**src/rtl/mbist_fail_log.sv**
```systemverilog
// mbist_fail_log: captures MBIST fail addresses into a show-ahead FIFO and
// keeps a saturating fail counter per log session (IDLE -> LOGGING -> DONE).
// Optional feature macro: MBIST_FAIL_LOG_DEDUP_EN -- suppresses pushing an
// address identical to the last one pushed in the current session.
module mbist_fail_log #(
    parameter int ADDR_WIDTH = 16,
    parameter int DEPTH      = 16,
    parameter int CNT_WIDTH  = 16
) (
    input  logic                  clk,
    input  logic                  rst_n,
    input  logic                  test_mode,
    input  logic [4:0]            memtype,
    input  logic [ADDR_WIDTH-1:0] address,
    input  logic                  error,
    input  logic                  complete,
    input  logic                  force_terminate,
    input  logic                  fail_ready,
    output logic                  fail_valid,
    output logic [ADDR_WIDTH-1:0] fail_addr,
    output logic [CNT_WIDTH-1:0]  fail_count,
    output logic                  fifo_full,
    output logic                  fifo_empty,
    output logic                  overflow,
    output logic                  log_done
);

    localparam int PW = $clog2(DEPTH) + 1;
    localparam int IW = PW - 1;

    typedef enum logic [1:0] {IDLE, LOGGING, DONE} state_t;

    state_t                state_q, state_d;
    logic                  test_mode_q, test_mode_d;
    logic                  error_q, error_d;
    logic [PW-1:0]         wr_ptr_q, wr_ptr_d;
    logic [PW-1:0]         rd_ptr_q, rd_ptr_d;
    logic [CNT_WIDTH-1:0]  fail_count_q, fail_count_d;
    logic                  overflow_q, overflow_d;
    logic                  log_done_q, log_done_d;

    logic [ADDR_WIDTH-1:0] mem [DEPTH];

    logic [31:0]           keep_msb;
    logic [ADDR_WIDTH-1:0] addr_mask;
    logic [ADDR_WIDTH-1:0] masked_addr;
    logic                  empty_w, full_w;
    logic                  session_start, fail_event, dup;
    logic                  do_pop, do_push, do_drop;

    // memtype[1:0] does not affect the address width
    logic unused_memtype_lo;
    assign unused_memtype_lo = ^memtype[1:0];

    // Highest kept address bit is 8 + memtype[4:2]; bits above it are zeroed
    assign keep_msb = 32'd8 + 32'(memtype[4:2]);

    generate
        for (genvar gi = 0; gi < ADDR_WIDTH; gi++) begin : g_mask
            localparam logic [31:0] BIT_IDX = 32'(gi);
            assign addr_mask[gi] = (keep_msb >= BIT_IDX);
        end
    endgenerate

    assign masked_addr = address & addr_mask;

    // Extra pointer MSB distinguishes full from empty when indices match
    assign empty_w = (wr_ptr_q == rd_ptr_q);
    assign full_w  = (wr_ptr_q[PW-1] != rd_ptr_q[PW-1]) &&
                     (wr_ptr_q[IW-1:0] == rd_ptr_q[IW-1:0]);

    assign session_start = test_mode && !test_mode_q && (state_q != LOGGING);
    assign fail_event    = (state_q == LOGGING) && error && !error_q;
    assign do_pop        = !empty_w && fail_ready;
    // A pop frees the slot in the same cycle, so a push into a full FIFO is kept
    assign do_push       = fail_event && !dup && (!full_w || do_pop);
    assign do_drop       = fail_event && !dup && full_w && !do_pop;

`ifdef MBIST_FAIL_LOG_DEDUP_EN
    logic [ADDR_WIDTH-1:0] last_addr_q, last_addr_d;
    logic                  last_valid_q, last_valid_d;

    assign dup = last_valid_q && (last_addr_q == masked_addr);

    // Remember the last address actually pushed in this session
    always_comb begin
        last_addr_d  = last_addr_q;
        last_valid_d = last_valid_q;
        if (session_start) begin
            last_valid_d = 1'b0;
        end else if (do_push) begin
            last_addr_d  = masked_addr;
            last_valid_d = 1'b1;
        end
    end

    // Last-address register, invalidated on reset
    always_ff @(posedge clk) begin
        if (!rst_n) begin
            last_addr_q  <= '0;
            last_valid_q <= 1'b0;
        end else begin
            last_addr_q  <= last_addr_d;
            last_valid_q <= last_valid_d;
        end
    end
`else
    assign dup = 1'b0;
`endif

    // Next-state logic for the session FSM, FIFO pointers and counters
    always_comb begin
        state_d      = state_q;
        test_mode_d  = test_mode;
        error_d      = error;
        wr_ptr_d     = wr_ptr_q;
        rd_ptr_d     = rd_ptr_q;
        fail_count_d = fail_count_q;
        overflow_d   = overflow_q;
        log_done_d   = log_done_q;

        if (session_start) begin
            state_d      = LOGGING;
            wr_ptr_d     = '0;
            rd_ptr_d     = '0;
            fail_count_d = '0;
            overflow_d   = 1'b0;
            log_done_d   = 1'b0;
        end else begin
            if (state_q == LOGGING && (complete || force_terminate)) begin
                state_d    = DONE;
                log_done_d = 1'b1;
            end
            if (fail_event && (fail_count_q != '1)) begin
                fail_count_d = fail_count_q + 1'b1;
            end
            if (do_push) begin
                wr_ptr_d = wr_ptr_q + 1'b1;
            end
            if (do_pop) begin
                rd_ptr_d = rd_ptr_q + 1'b1;
            end
            if (do_drop) begin
                overflow_d = 1'b1;
            end
        end
    end

    // Control and status registers
    always_ff @(posedge clk) begin
        if (!rst_n) begin
            state_q      <= IDLE;
            test_mode_q  <= 1'b0;
            error_q      <= 1'b0;
            wr_ptr_q     <= '0;
            rd_ptr_q     <= '0;
            fail_count_q <= '0;
            overflow_q   <= 1'b0;
            log_done_q   <= 1'b0;
        end else begin
            state_q      <= state_d;
            test_mode_q  <= test_mode_d;
            error_q      <= error_d;
            wr_ptr_q     <= wr_ptr_d;
            rd_ptr_q     <= rd_ptr_d;
            fail_count_q <= fail_count_d;
            overflow_q   <= overflow_d;
            log_done_q   <= log_done_d;
        end
    end

    // FIFO storage; contents need no reset because the pointers gate visibility
    always_ff @(posedge clk) begin
        if (rst_n && do_push) begin
            mem[wr_ptr_q[IW-1:0]] <= masked_addr;
        end
    end

    assign fail_valid = !empty_w;
    assign fail_addr  = empty_w ? '0 : mem[rd_ptr_q[IW-1:0]];
    assign fail_count = fail_count_q;
    assign fifo_full  = full_w;
    assign fifo_empty = empty_w;
    assign overflow   = overflow_q;
    assign log_done   = log_done_q;

endmodule

```
**config.mk**
```make
export PLATFORM = sky130hd
export DESIGN_NAME = mbist_fail_log
export DESIGN_NICKNAME = d
export VERILOG_FILES = /design/src/rtl/mbist_fail_log.sv
export SDC_FILE = /design/constraint.sdc
export NUM_CORES = 1
export LEC_CHECK = 0
export ABC_CLOCK_PERIOD_IN_PS = 3480
export CORE_ASPECT_RATIO = 1.4
export CORE_MARGIN = 2
export CORE_UTILIZATION = 55
export DETAILED_ROUTE_END_ITERATION = 16
export GPL_TIMING_DRIVEN = 0
export PLACE_DENSITY = 0.72
export SLEW_MARGIN = 20
export SYNTH_ARGS = -nofsm -noshare
export SYNTH_HDL_FRONTEND = slang
export SYNTH_SLANG_ARGS = --single-unit
```
**constraint.sdc**
```tcl
create_clock -name clk -period 3.48 [get_ports clk]
set_input_delay 0.348 -clock clk [delete_from_list [all_inputs] [get_ports clk]]
set_output_delay 0.348 -clock clk [all_outputs]
set_load 0.05 [all_outputs]
```
; Yosys cells after proc, flatten, opt, wreduce, memory -nomap -nowiden
; Memories as Yosys holds them, arrays and structs flattened. A register that Yosys moved wholly into a read port is not among the register bits.
; Cells that the tools add are included.
[op_classes]
magnitude_cmp = 16
n_reduce_logical = 21
muxes = 7
addsub = 4
bitwise = 2
n_eq_ne = 6
[ops]
columns = operator, n
row1 = "5-bit by 4-bit >= comparator with 1-bit output, second input constant", 8
row2 = "5-bit by 3-bit >= comparator with 1-bit output, second input constant", 4
row3 = "16-bit by 1-bit adder with 16-bit output, second input constant", 1
row4 = 16-bit bitwise AND, 1
row5 = 16-bit two-way mux, 1
row6 = "16-bit inequality test, second input constant", 1
row7 = 1-bit logical AND, 12
row8 = "5-bit by 1-bit adder with 5-bit output, second input constant", 2
row9 = "5-bit by 1-bit >= comparator with 1-bit output, second input constant", 2
row10 = "5-bit by 2-bit >= comparator with 1-bit output, second input constant", 2
row11 = 4-bit two-way mux, 2
row12 = "4-bit by 3-bit adder with 5-bit output, first input constant", 1
row13 = 5-bit == test, 1
row14 = 1-bit zero test, 5
row15 = 4-bit == test, 1
row16 = 1-bit two-way mux, 4
row17 = "2-bit by 1-bit == test with 1-bit output, second input constant", 1
row18 = 1-bit logical OR, 2
row19 = "2-bit by 1-bit inequality test with 1-bit output, second input constant", 1
row20 = 2-bit nonzero test, 1
row21 = 2-bit OR reduction, 1
row22 = 1-bit inequality test, 1
row23 = 1-bit NOT, 1
[word_totals]
regBits = 31
ram_bits = 256
n_memories = 1
[memory_table]
columns = name, depth, width, read_ports, rd_clocked_by_memory_dff, write_ports, line_no
row1 = mem, 16, 16, 1, 1, 1, 42  ; logic [ADDR_WIDTH-1:0] mem [DEPTH];

; Logic depth before layout (Yosys ltp)
; Gate-level depths: netlist of run 1.
[logic_depth]
depth_word = 8
depth_mapped = 6
ltp_nobuf = 5

; Least setup slack after synthesis of run 1
; No wires, ideal clock.
[synth_timing]
path_type = reg-to-reg
startpoint = register, netlist name log_done
endpoint = memory mem[3][0], enable pin
setup_slack_ns = 0.250
period_less_slack_ns = 3.230
arrival_time_ns = 2.799
path_stages_with_launch = 5
cell_sequence = dfxtp_1 nand4bb_1 a21o_1 buf_2 nor4_1
[synth_rtl]
columns = element, line_no
row1 = "end, declared", 42

==> results of run 1 <==
==> what timing repair did <==
| action | 4_1_cts | 5_1_grt |
|---|---|---|
| hold buffers | 0 | 0 |
| endpoints found under the setup margin | 16 | 5 |
| cloned | 0 | 0 |
| resized for setup | 19 | 5 |
==> Yosys cell counts (7+ instances only) <==
cell type / number / share of area
buf_2: 14 / 0.0061
edfxtp_1: 256 / 0.67
dfxtp_1: 35 / 0.061
clkbuf_1: 10 / 0.0033
o21ai_0: 10 / 0.0043
nand2_1: 29 / 0.0095
nand4_1: 10 / 0.0054
nor3_1: 29 / 0.013
or3_1: 7 / 0.0038
nand2b_1: 8 / 0.0043
mux4_2: 64 / 0.13
o22ai_1: 32 / 0.017
a21oi_1: 20 / 0.0087
mux2i_1: 8 / 0.0070
==> flip-flops by register name, indices dropped and copies added (netlist names), named ones only <==
name and flops:
log_done 1, error_q 1, state_q 1, wr_ptr_q 5, overflow 1, rd_ptr_q 5, fail_count 16, mem 256
test_mode_q 1
==> cell families (layout without fill, tap and decap cells) <==
logic type               Yosys count  count (layout)  synth area share
flip-flops                       291             291            0.7288
AND/OR/NAND/NOR                  121             121           0.06033
AO/OA/AOI/OAI                     86              86           0.05001
multiplexers                      72              72            0.1322
buffers and inverters             40             184           0.01685
XOR/XNOR                           7               7          0.005327
adder cells (fa/ha/maj)            6               6          0.006522
==> final cells by class <==
cell class | count | area share
clock buffer | 40 | 0.05442
multi-input combinational | 292 | 0.2202
timing repair buffer | 94 | 0.06402
clock inverter | 10 | 0.009603
buffer | 35 | 0.01381
sequential | 291 | 0.6131
tap | 256 | 0.02341
inverter | 5 | 0.001372
==> path summary, 6_finish.rpt <==
| kind | start | end | depth (start not counted) |
|---|---|---|---|
| worst max-delay path | register | fail_addr[4] | 7 |
| worst max register to register | log_done | mem[3][11] | 5 |
| worst min register to register | overflow | overflow | 1 |
| worst min-delay path | rst_n | state_q[0] | 2 |
==> worst reg2reg max path, cell delays in order, from the launching register on <==
cell and delay [ns]:
dfxtp_1 0.34, nand4bb_1 0.38, a21o_1 0.38, buf_2 0.26, nor4_2 0.68, buf_2 0.35
==> per-stage QoR <==
step	cells	TNS [ns]
finish	1023	0
global route	1023	0
CTS	1023	0
detailed placement	973	0
global placement	940	-237.29
floorplan	623	0
==> power by group <==
part | total (mW) | switching [mW] | internal [mW]
sequential | 3.81 | 0.00541 | 3.80
clock | 2.93 | 1.23 | 1.71
combinational | 0.234 | 0.155 | 0.0791
total | 6.97 | 1.39 | 5.59
==> routing by layer <==
metal / share of wire / routed length, um
met1: 0.37 / 9642
met2: 0.53 / 13640
met3: 0.063 / 1633
met4: 0.035 / 915
met5: 0 / 0
==> summary.txt, run 1 <==
Final layout
  • Final #Nets: between 700 and 800
  • Share of cells above drive strength 1: 0.2451
  • Commonest non-fill, non-tap cell in the layout: edfxtp_1
  • Area Growth Syn to Fin: 18.86%
  • Finished Cell Area: around 0.014 mm2
  • Highest-count cells in the layout ignoring fill and taps: edfxtp_1 (256), mux4_2 (64), clkdlybuf4s50_1 (46), dfxtp_1 (35), o22ai_1 (32)
  • Fill cells: around 1300
  • Final core occ: 0.6655
  • Diode count: 0
  • Reg area: ~0.0084 mm2
  • Area occupied by multi-input gates: roughly 0.003 mm2

Synth
  • Distinct cells, synth: 52
  • Async S/R FF share, synth: 0
  • Yosys warnings: 0
  • Syn Area/Cell: approximately 18 um2
  • Gate count after technology mapping: about 620
  • Syn nets: 657
  • Mapped Area: between 0.01 and 0.015 mm2
  • Flops & latches, synth: 291
  • Post-synth EDFFs: 256
  • Post-synthesis sequential area ratio: 0.7288
  • Most used DFF post-synth: edfxtp_1

STA
  • Hold_ws: roughly 0.23 ns
  • Rel. slew slack: 0.2732
  • Final setup violation count: 0
  • Fin worst setup slack: approximately 0.11 ns
  • Crit share post-route: 0.9690
  • Slew Viols, Final: 0
  • Fmax: just under 300 MHz
  • RSZ-0062 raised after global routing: no
  • Final hold violations: 0
  • Clock skew: 0.01485 ns
  • Tmin final: between 3 and 4 ns
  • Worst slew pin tran: between 1 and 1.5 ns

Global route
  • Largest net degree at the start of global routing: 17
  • First-pass GRT wire length: about 40 mm
  • GR Util met2: 0.4140
  • Met3 Use GR: 0.04287
  • Vias in the first global route: a little under 7000
  • Initial antenna violation count: 0
  • Remaining global-route overflow: 0
  • Busiest grt layer: met2
  • Global Route Usage Sum: 0.2365
  • Grt met1 use: 0.2935

Drt
  • Vias/cell: between 6 and 7
  • Iteration-0 DRC count of the detailed router: 538
  • Pre-Repair DR Iteration Count: 7
  • Vias: 6380
  • Final antenna-violating net count: 0
  • DRT Wirelength: 25.83 mm
  • DRC viols: 0
  • WL/cell: roughly 25 um

Critical path
  • Req. time, crit path: approximately 3.1 ns
  • Reg2Reg Setup Slack: 0.79 ns
  • Worst path slowest cell: dlygate4sd2_1
  • Critical-path cell list: buf_2 -> nand2b_1 -> buf_1 -> clkbuf_2 -> o22ai_1 -> nor3_1 -> dlygate4sd2_1
  • CP arrival: ~3.0 ns
  • CP Class: reg2out
  • CP max FO: 10
  • Worst setup SP type: register
  • Worst setup EP type: output port
  • Max stage delay on crit path: about 0.58 ns
  • WP buf/inv: 4
  • Cell family with most CP delay: buffers and inverters

Floorplan
  • DIE HEIGHT: about 180 um
  • Initial core utilization: 0.5599
  • Site row count: 62
  • IO Pins: between 60 and 70
  • Core Area: approximately 0.02 mm2
  • Die area: approximately 0.022 mm2
  • Die width: between 100 and 150 um

Clock network
  • Clk root buf: clkbuf_16
  • CTS tree: built
  • Later-pin clock latency in the skew report: 0.54 ns
  • CTS clk-pin slew, worst paths: approximately 0.06 ns
  • CTS Buf Count: 27
  • CTS Buffer Depth: 3
  • Setup bufs post-CTS: 0
  • H-Tree Depth: 1
  • Clock sinks: 291

Flow run
  • Max-cap violations: 0

Power
  • Leakage: about 4.4 nW
  • Max rail drop VDD: between 400 and 500 uV
  • PnR Total Power: 6.971 mW
  • PD cells: between 500 and 600 mW/mm2

Status
  • Status: completed

Placed design
  • Pre-CTS setup slack: 0.1825 ns
  • Post-DP HPWL: about 18 mm
  • Placed cell area: ~0.013 mm2
  • Port bufs: 61
  • GP Congestion: roughly 0.86

Min path
  • Hold Path Class: in2reg
(Power assumes the default switching activity.)
==> run 2, diff against run 1 <==
--- a/config.mk
+++ b/config.mk
@@ -6,9 +6,11 @@
 export NUM_CORES = 1
 export LEC_CHECK = 0
 export ABC_CLOCK_PERIOD_IN_PS = 3480
+export CAP_MARGIN = 20
 export CORE_ASPECT_RATIO = 1.4
 export CORE_MARGIN = 2
 export CORE_UTILIZATION = 55
+export CTS_CLUSTER_SIZE = 12
 export DETAILED_ROUTE_END_ITERATION = 16
 export GPL_TIMING_DRIVEN = 0
 export PLACE_DENSITY = 0.72
==> summary.txt, run 2 (synthesized netlist as in run 1, its figures left out) <==
Critical path
  • Worst path depth: 6 (was 7)
  • CP max FO: 10 (unchanged)
  • CP dominant cell by count: buf_2
  • CP Class: reg2out (unchanged)
  • Cells on worst reg2reg path: 5 (unchanged)
  • Worst setup SP type: register (unchanged)
  • FF-to-FF Start: log_done (unchanged)
  • Worst path slowest cell: clkdlybuf4s50_1 (was dlygate4sd2_1)
  • Worst setup EP type: output port (unchanged)
  • CP arrival: 3.02 ns (about the same)
  • Req. time, crit path: 3.13 ns (about the same)
  • Cell family with most CP delay: buffers and inverters (unchanged)
  • WP buf/inv: 3 (was 4)
  • Critical-path cell list: buf_2 -> buf_2 -> mux4_2 -> o22ai_1 -> nor3_1 -> clkdlybuf4s50_1 (was buf_2 -> nand2b_1 -> buf_1 -> clkbuf_2 -> o22ai_1 -> nor3_1 -> dlygate4sd2_1)
  • Max stage delay on crit path: 0.89 ns (was 0.58 ns)

Drt
  • Pre-Repair DR Iteration Count: 5 (was 7)
  • WL/cell: 25.52 um (was 25.25 um)
  • DRC viols: 0 (unchanged)
  • Final antenna-violating net count: 0 (unchanged)
  • Iteration-0 DRC count of the detailed router: 546 (was 538)
  • DRT Wirelength: 26.16 mm (was 25.83 mm)
  • Vias: 6539 (was 6380)
  • Vias/cell: 6.380 (was 6.237)

Floorplan
  • Die area: 0.02212 mm2 (unchanged)
  • Core Area: 0.02056 mm2 (unchanged)
  • DIE HEIGHT: 175.2 um (unchanged)
  • Initial core utilization: 0.5599 (unchanged)
  • Site row count: 62 (unchanged)
  • Die width: 126.3 um (unchanged)
  • IO Pins: 65 (unchanged)

Clock network
  • Later-pin clock latency in the skew report: 0.54 ns (about the same)
  • CTS Buffer Depth: 3 (unchanged)
  • Hold buffer count at cts: 0 (unchanged)
  • Clk root buf: clkbuf_16 (unchanged)
  • CTS Buf Count: 28 (was 27)
  • Clock sinks: 291 (unchanged)
  • CTS clk-pin slew, worst paths: 0.06 ns (about the same)
  • H-Tree Depth: 1 (unchanged)
  • CTS tree: built (unchanged)

Global route
  • Largest net degree at the start of global routing: 17 (unchanged)
  • First-pass GRT wire length: 39.92 mm (was 39.32 mm)
  • Vias in the first global route: 6871 (was 6839)
  • Remaining global-route overflow: 0 (unchanged)
  • Global Route Usage Sum: 0.2411 (was 0.2365)
  • Initial antenna violation count: 0 (unchanged)

Min path
  • Hold_sp: rst_n (unchanged)
  • Hold Path Depth: 2 (unchanged)
  • Hold Path Class: in2reg (unchanged)

STA
  • Worst slew pin tran: 1.139 ns (was 1.088 ns)
  • Final hold violations: 0 (unchanged)
  • Slew Viols, Final: 0 (unchanged)
  • Rel. slew slack: 0.2389 (was 0.2732)
  • Clock skew: 0.01161 ns (was 0.01485 ns)
  • Fmax: 296.5 MHz (about the same)
  • Tmin final: 3.372 ns (about the same)
  • Fin worst setup slack: 0.1076 ns (was 0.1079 ns)
  • Crit share post-route: 0.9691 (was 0.9690)
  • TNS Setup: 0 ns (unchanged)
  • Final setup violation count: 0 (unchanged)
  • RSZ-0062 raised after global routing: no (unchanged)

Power
  • Max rail drop VDD: 365.6 uV (was 471.2 uV)
  • PD cells: 498.4 mW/mm2 (was 509.5 mW/mm2)
  • Leakage: 4.329 nW (was 4.379 nW)

Final layout
  • Area Growth Syn to Fin: 18.34% (was 18.86%)
  • Max FFs per register: 256 (unchanged)
  • Commonest non-fill, non-tap cell in the layout: edfxtp_1 (unchanged)
  • Highest-count cells in the layout ignoring fill and taps: edfxtp_1 (256), mux4_2 (64), clkdlybuf4s50_1 (46), dfxtp_1 (35), o22ai_1 (32) (unchanged)
  • Layout Cells excl Fill: 1025 (was 1023)
  • Diode count: 0 (unchanged)
  • Final #Nets: 781 (was 780)
  • Share of cells above drive strength 1: 0.2406 (was 0.2451)

Placed design
  • Pre-CTS setup slack: 0.1664 ns (was 0.1825 ns)
  • GP Congestion: 0.8555 (unchanged)
  • Post-DP HPWL: 17.85 mm (was 17.80 mm)
  • Placed instance count: 973 (unchanged)
  • Port bufs: 61 (unchanged)

Flow run
  • Max-cap violations: 0 (unchanged)

Status
  • Status: completed (unchanged)
run 2: cell types whose count changed in the layout (fill, tap and decap cells not counted), moves of 2 or more:
cell / previous run / this run
dlygate4sd2_1: 10 / 8
clkbuf_16: 27 / 29
bufinv_16: 3 / 0
clkbuf_1: 18 / 28
clkinv_1: 3 / 0
clkbuf_2: 3 / 5
run 2: path summary, 6_finish.rpt:
kind | end | slack [ns]
worst max register to register | mem[11][10] | 0.78
worst min-delay path | state_q[0] | 0.22
worst min register to register | overflow | 0.47
worst max-delay path | fail_addr[15] | 0.11
run 2: timing repair:
item / in CTS / in global routing
cloned: 0 / 0
setup buffers: 0 / 0
pin swaps: 0 / 0
endpoints found under the setup margin: 16 / 7
gates resized for setup: 21 / 11
run 2: worst register-to-register path: cells and delay by family (launching register included):
family                 cells  cell delay [ns]
AOI/OAI and AO/OA          1             0.37
buffers and inverters      2             0.59
DFF                        1             0.34
and+or+nand+nor            2             1.09
run 2: per-layer routing:
metal | track usage | part of all wire
met3 | 0.04685 | 0.072
met5 | 0 | 0
met1 | 0.2918 | 0.36
met4 | 0.09936 | 0.039
met2 | 0.4247 | 0.53
run 2: power by group:
| part | internal, mW | total, mW | switching [mW] | leakage (nW) |
|---|---|---|---|---|
| Combinational | 0.0787 | 0.234 | 0.156 | 1.37 |
| Sequential | 3.80 | 3.81 | 0.00557 | 2.57 |
| Clock | 1.57 | 2.75 | 1.18 | 0.393 |
| Total | 5.45 | 6.79 | 1.34 | 4.33 |
run 2: through the flow:
stage / utilization / hold WS (ns) / instance area, um2 / total power, mW
2_1_floorplan: - / 0.4469 / 11510 / 4.003
4_1_cts: 0.6624 / 0.2123 / 13620 / 6.842
6_report: 0.6626 / 0.2248 / 13620 / 6.788
5_1_grt: 0.6626 / 0.2531 / 13620 / 6.987
3_3_place_gp: 0.6052 / 0.4502 / 12440 / 4.105
3_5_place_dp: 0.6222 / 0.4545 / 12790 / 4.119
run 2: final cells by class:
| cell class | instances | area, um2 |
|---|---|---|
| Tap cell | 256 | 320.3 |
| Sequential cell | 291 | 8388 |
| Inverter | 5 | 18.77 |
| Fill cell | 1321 | 6937 |
| Buffer | 35 | 191.4 |
| Timing Repair Buffer | 94 | 865.8 |
| Multi-Input combinational cell | 292 | 3013 |
| Clock buffer | 51 | 818.3 |
| Clock inverter | 1 | 5.005 |
==> run 3, diff against run 2 <==
--- a/config.mk
+++ b/config.mk
@@ -9,11 +9,11 @@
 export CAP_MARGIN = 20
 export CORE_ASPECT_RATIO = 1.4
 export CORE_MARGIN = 2
-export CORE_UTILIZATION = 55
+export CORE_UTILIZATION = 30
 export CTS_CLUSTER_SIZE = 12
 export DETAILED_ROUTE_END_ITERATION = 16
 export GPL_TIMING_DRIVEN = 0
-export PLACE_DENSITY = 0.72
+export PLACE_DENSITY = 0.44
 export SLEW_MARGIN = 20
 export SYNTH_ARGS = -nofsm -noshare
 export SYNTH_HDL_FRONTEND = slang
==> constraint.sdc (replaced) <==
create_clock -name clk -period 3.48 [get_ports clk]
set_input_delay 0.696 -clock clk [delete_from_list [all_inputs] [get_ports clk]]
set_output_delay 0.696 -clock clk [all_outputs]
set_load 0.05 [all_outputs]
==> summary.txt, run 3 (synthesized netlist as in run 1, its figures left out) <==
Status
  • Status: completed (unchanged)

Flow run
  • Max-cap violations: 0 (unchanged)

STA
  • Worst slew pin tran: 0.7075 ns (was 1.139 ns)
  • Slew Viols, Final: 0 (unchanged)
  • TNS Setup: 0 ns (unchanged)
  • Crit share post-route: 0.9683 (was 0.9691)
  • Rel. slew slack: 0.5262 (was 0.2389)
  • RSZ-0062 raised after global routing: yes (was no)
  • Final setup violation count: 0 (unchanged)
  • Tmin final: 3.370 ns (was 3.372 ns)
  • Final hold violations: 0 (unchanged)
  • Fin worst setup slack: 0.1102 ns (was 0.1076 ns)
  • Clock skew: 0.02712 ns (was 0.01161 ns)
  • Fmax: 296.8 MHz (was 296.5 MHz)

Global route
  • Global Route Usage Sum: 0.1439 (was 0.2411)
  • First-pass GRT wire length: 42.66 mm (was 39.92 mm)
  • Vias in the first global route: 6789 (was 6871)
  • Initial antenna violation count: 0 (unchanged)
  • Remaining global-route overflow: 0 (unchanged)
  • Largest net degree at the start of global routing: 17 (unchanged)

Placed design
  • GP Congestion: 0.7594 (was 0.8555)
  • Post-DP HPWL: 19.97 mm (was 17.85 mm)
  • Port bufs: 61 (unchanged)
  • Placed instance count: 1194 (was 973)
  • Pre-CTS setup slack: -0.2755 ns (was 0.1664 ns)
  • Placed cell area: 0.01310 mm2 (was 0.01279 mm2)

Critical path
  • CP arrival: 2.67 ns (was 3.02 ns)
  • Max stage delay on crit path: 0.39 ns (was 0.89 ns)
  • Critical-path cell list: clkbuf_4 -> buf_6 -> nand2_2 -> buf_2 -> o22ai_1 -> nor3_1 -> buf_2 (was buf_2 -> buf_2 -> mux4_2 -> o22ai_1 -> nor3_1 -> clkdlybuf4s50_1)
  • Worst path slowest cell: nor3_1 (was clkdlybuf4s50_1)
  • Worst setup EP type: output port (unchanged)
  • CP dominant cell by count: buf_2 (unchanged)
  • CP Class: reg2out (unchanged)
  • CP max FO: 10 (unchanged)
  • Req. time, crit path: 2.78 ns (was 3.13 ns)
  • Worst setup SP type: register (unchanged)

Final layout
  • Fill cells: 3504 (was 1321)
  • Area Growth Syn to Fin: 22.19% (was 18.34%)
  • Final #Nets: 785 (was 781)
  • Share of cells above drive strength 1: 0.2848 (was 0.2406)
  • Layout Cells excl Fill: 1242 (was 1025)
  • Finished Cell Area: 0.01406 mm2 (was 0.01362 mm2)
  • Diode count: 0 (unchanged)
  • Max FFs per register: 256 (unchanged)
  • Commonest non-fill, non-tap cell in the layout: edfxtp_1 (unchanged)
  • Highest-count cells in the layout ignoring fill and taps: edfxtp_1 (256), mux4_2 (64), clkdlybuf4s50_1 (43), dfxtp_1 (35), clkbuf_16 (31) (was edfxtp_1 (256), mux4_2 (64), clkdlybuf4s50_1 (46), dfxtp_1 (35), o22ai_1 (32))

Floorplan
  • Die area: 0.03997 mm2 (was 0.02212 mm2)
  • Die width: 169.5 um (was 126.3 um)
  • Initial core utilization: 0.3050 (was 0.5599)
  • Site row count: 84 (was 62)
  • DIE HEIGHT: 235.8 um (was 175.2 um)
  • Core Area: 0.03773 mm2 (was 0.02056 mm2)
  • IO Pins: 65 (unchanged)

Drt
  • Vias/cell: 5.065 (was 6.380)
  • Iteration-0 DRC count of the detailed router: 324 (was 546)
  • DRC viols: 0 (unchanged)
  • Vias: 6291 (was 6539)
  • WL/cell: 22.69 um (was 25.52 um)
  • Pre-Repair DR Iteration Count: 5 (unchanged)
  • Final antenna-violating net count: 0 (unchanged)
  • DRT Wirelength: 28.19 mm (was 26.16 mm)

Min path
  • Hold Path Class: reg2reg (was in2reg)

Clock network
  • CTS tree: built (unchanged)
  • Later-pin clock latency in the skew report: 0.58 ns (was 0.54 ns)
  • CTS clk-pin slew, worst paths: 0.05 ns (was 0.06 ns)
  • H-Tree Depth: 1 (unchanged)
  • CTS Buffer Depth: 3 (unchanged)
  • Hold buffer count at cts: 0 (unchanged)
  • Clock sinks: 291 (unchanged)
  • CTS Buf Count: 31 (was 28)
  • Clk root buf: clkbuf_16 (unchanged)

Power
  • PD cells: 501.0 mW/mm2 (was 498.4 mW/mm2)
  • Max rail drop VDD: 400.8 uV (was 365.6 uV)
  • Leakage: 4.298 nW (was 4.329 nW)
-- run 3: power by group --
part	internal (mW)	total, mW	switching (mW)
Sequential	3.80	3.81	0.00537
Clock	1.70	3.00	1.30
Combinational	0.0793	0.241	0.162
Total	5.58	7.05	1.47
-- run 3: metal layers --
metal,share of wire,routed length [um],vias up,global-route usage
met5,0,0,-,0
met4,0.033,940,0,0.05724
met3,0.042,1187,50,0.01917
met2,0.51,14300,172,0.2500
met1,0.42,11760,3238,0.1811
li1,-,-,2831,-
-- run 3: area by class of cell --
type                       count  area [um2]  area share
inverter                       5       18.77    0.001335
sequential                   291        8388      0.5964
tap                          473       591.8     0.04208
multi-input combinational    292        3060      0.2176
timing repair buffer          98       889.6     0.06326
clock buffer                  40       809.5     0.05756
clock inverter                11       87.58    0.006228
buffer                        32       217.7     0.01548
-- run 3: path summary, 6_finish.rpt --
check,from,slack (ns),endpoint,cells after the start
max,register,0.11,fail_addr[5],7
min,overflow,0.49,overflow,1
max reg2reg,log_done,0.84,mem[3][13],6
min reg2reg,overflow,0.49,overflow,1
-- run 3: metrics by stage --
| step | util | hold slack (ns) | power, mW |
|---|---|---|---|
| finish | 0.3727 | 0.4907 | 7.045 |
| floorplan | - | 0.4559 | 4.003 |
| global placement | 0.3369 | 0.4644 | 4.120 |
| global route | 0.3727 | 0.5234 | 7.297 |
| CTS | 0.3727 | 0.4817 | 7.152 |
| detailed placement | 0.3472 | 0.4663 | 4.131 |
-- run 3: worst max-delay path: cells and delay by family, from the launching register on --
| family | cells | cell delay [ns] |
|---|---|---|
| buffers and inverters | 4 | 1.04 |
| AOI/OAI and AO/OA | 1 | 0.19 |
| and+or+nand+nor | 2 | 0.58 |
| DFF | 1 | 0.31 |
-- run 3: what timing repair did --
item                       in CTS  in global routing
resized for setup              79                 20
buffers inserted                0                  0
cloned                          0                  0
setup endpoints to repair      18                 14
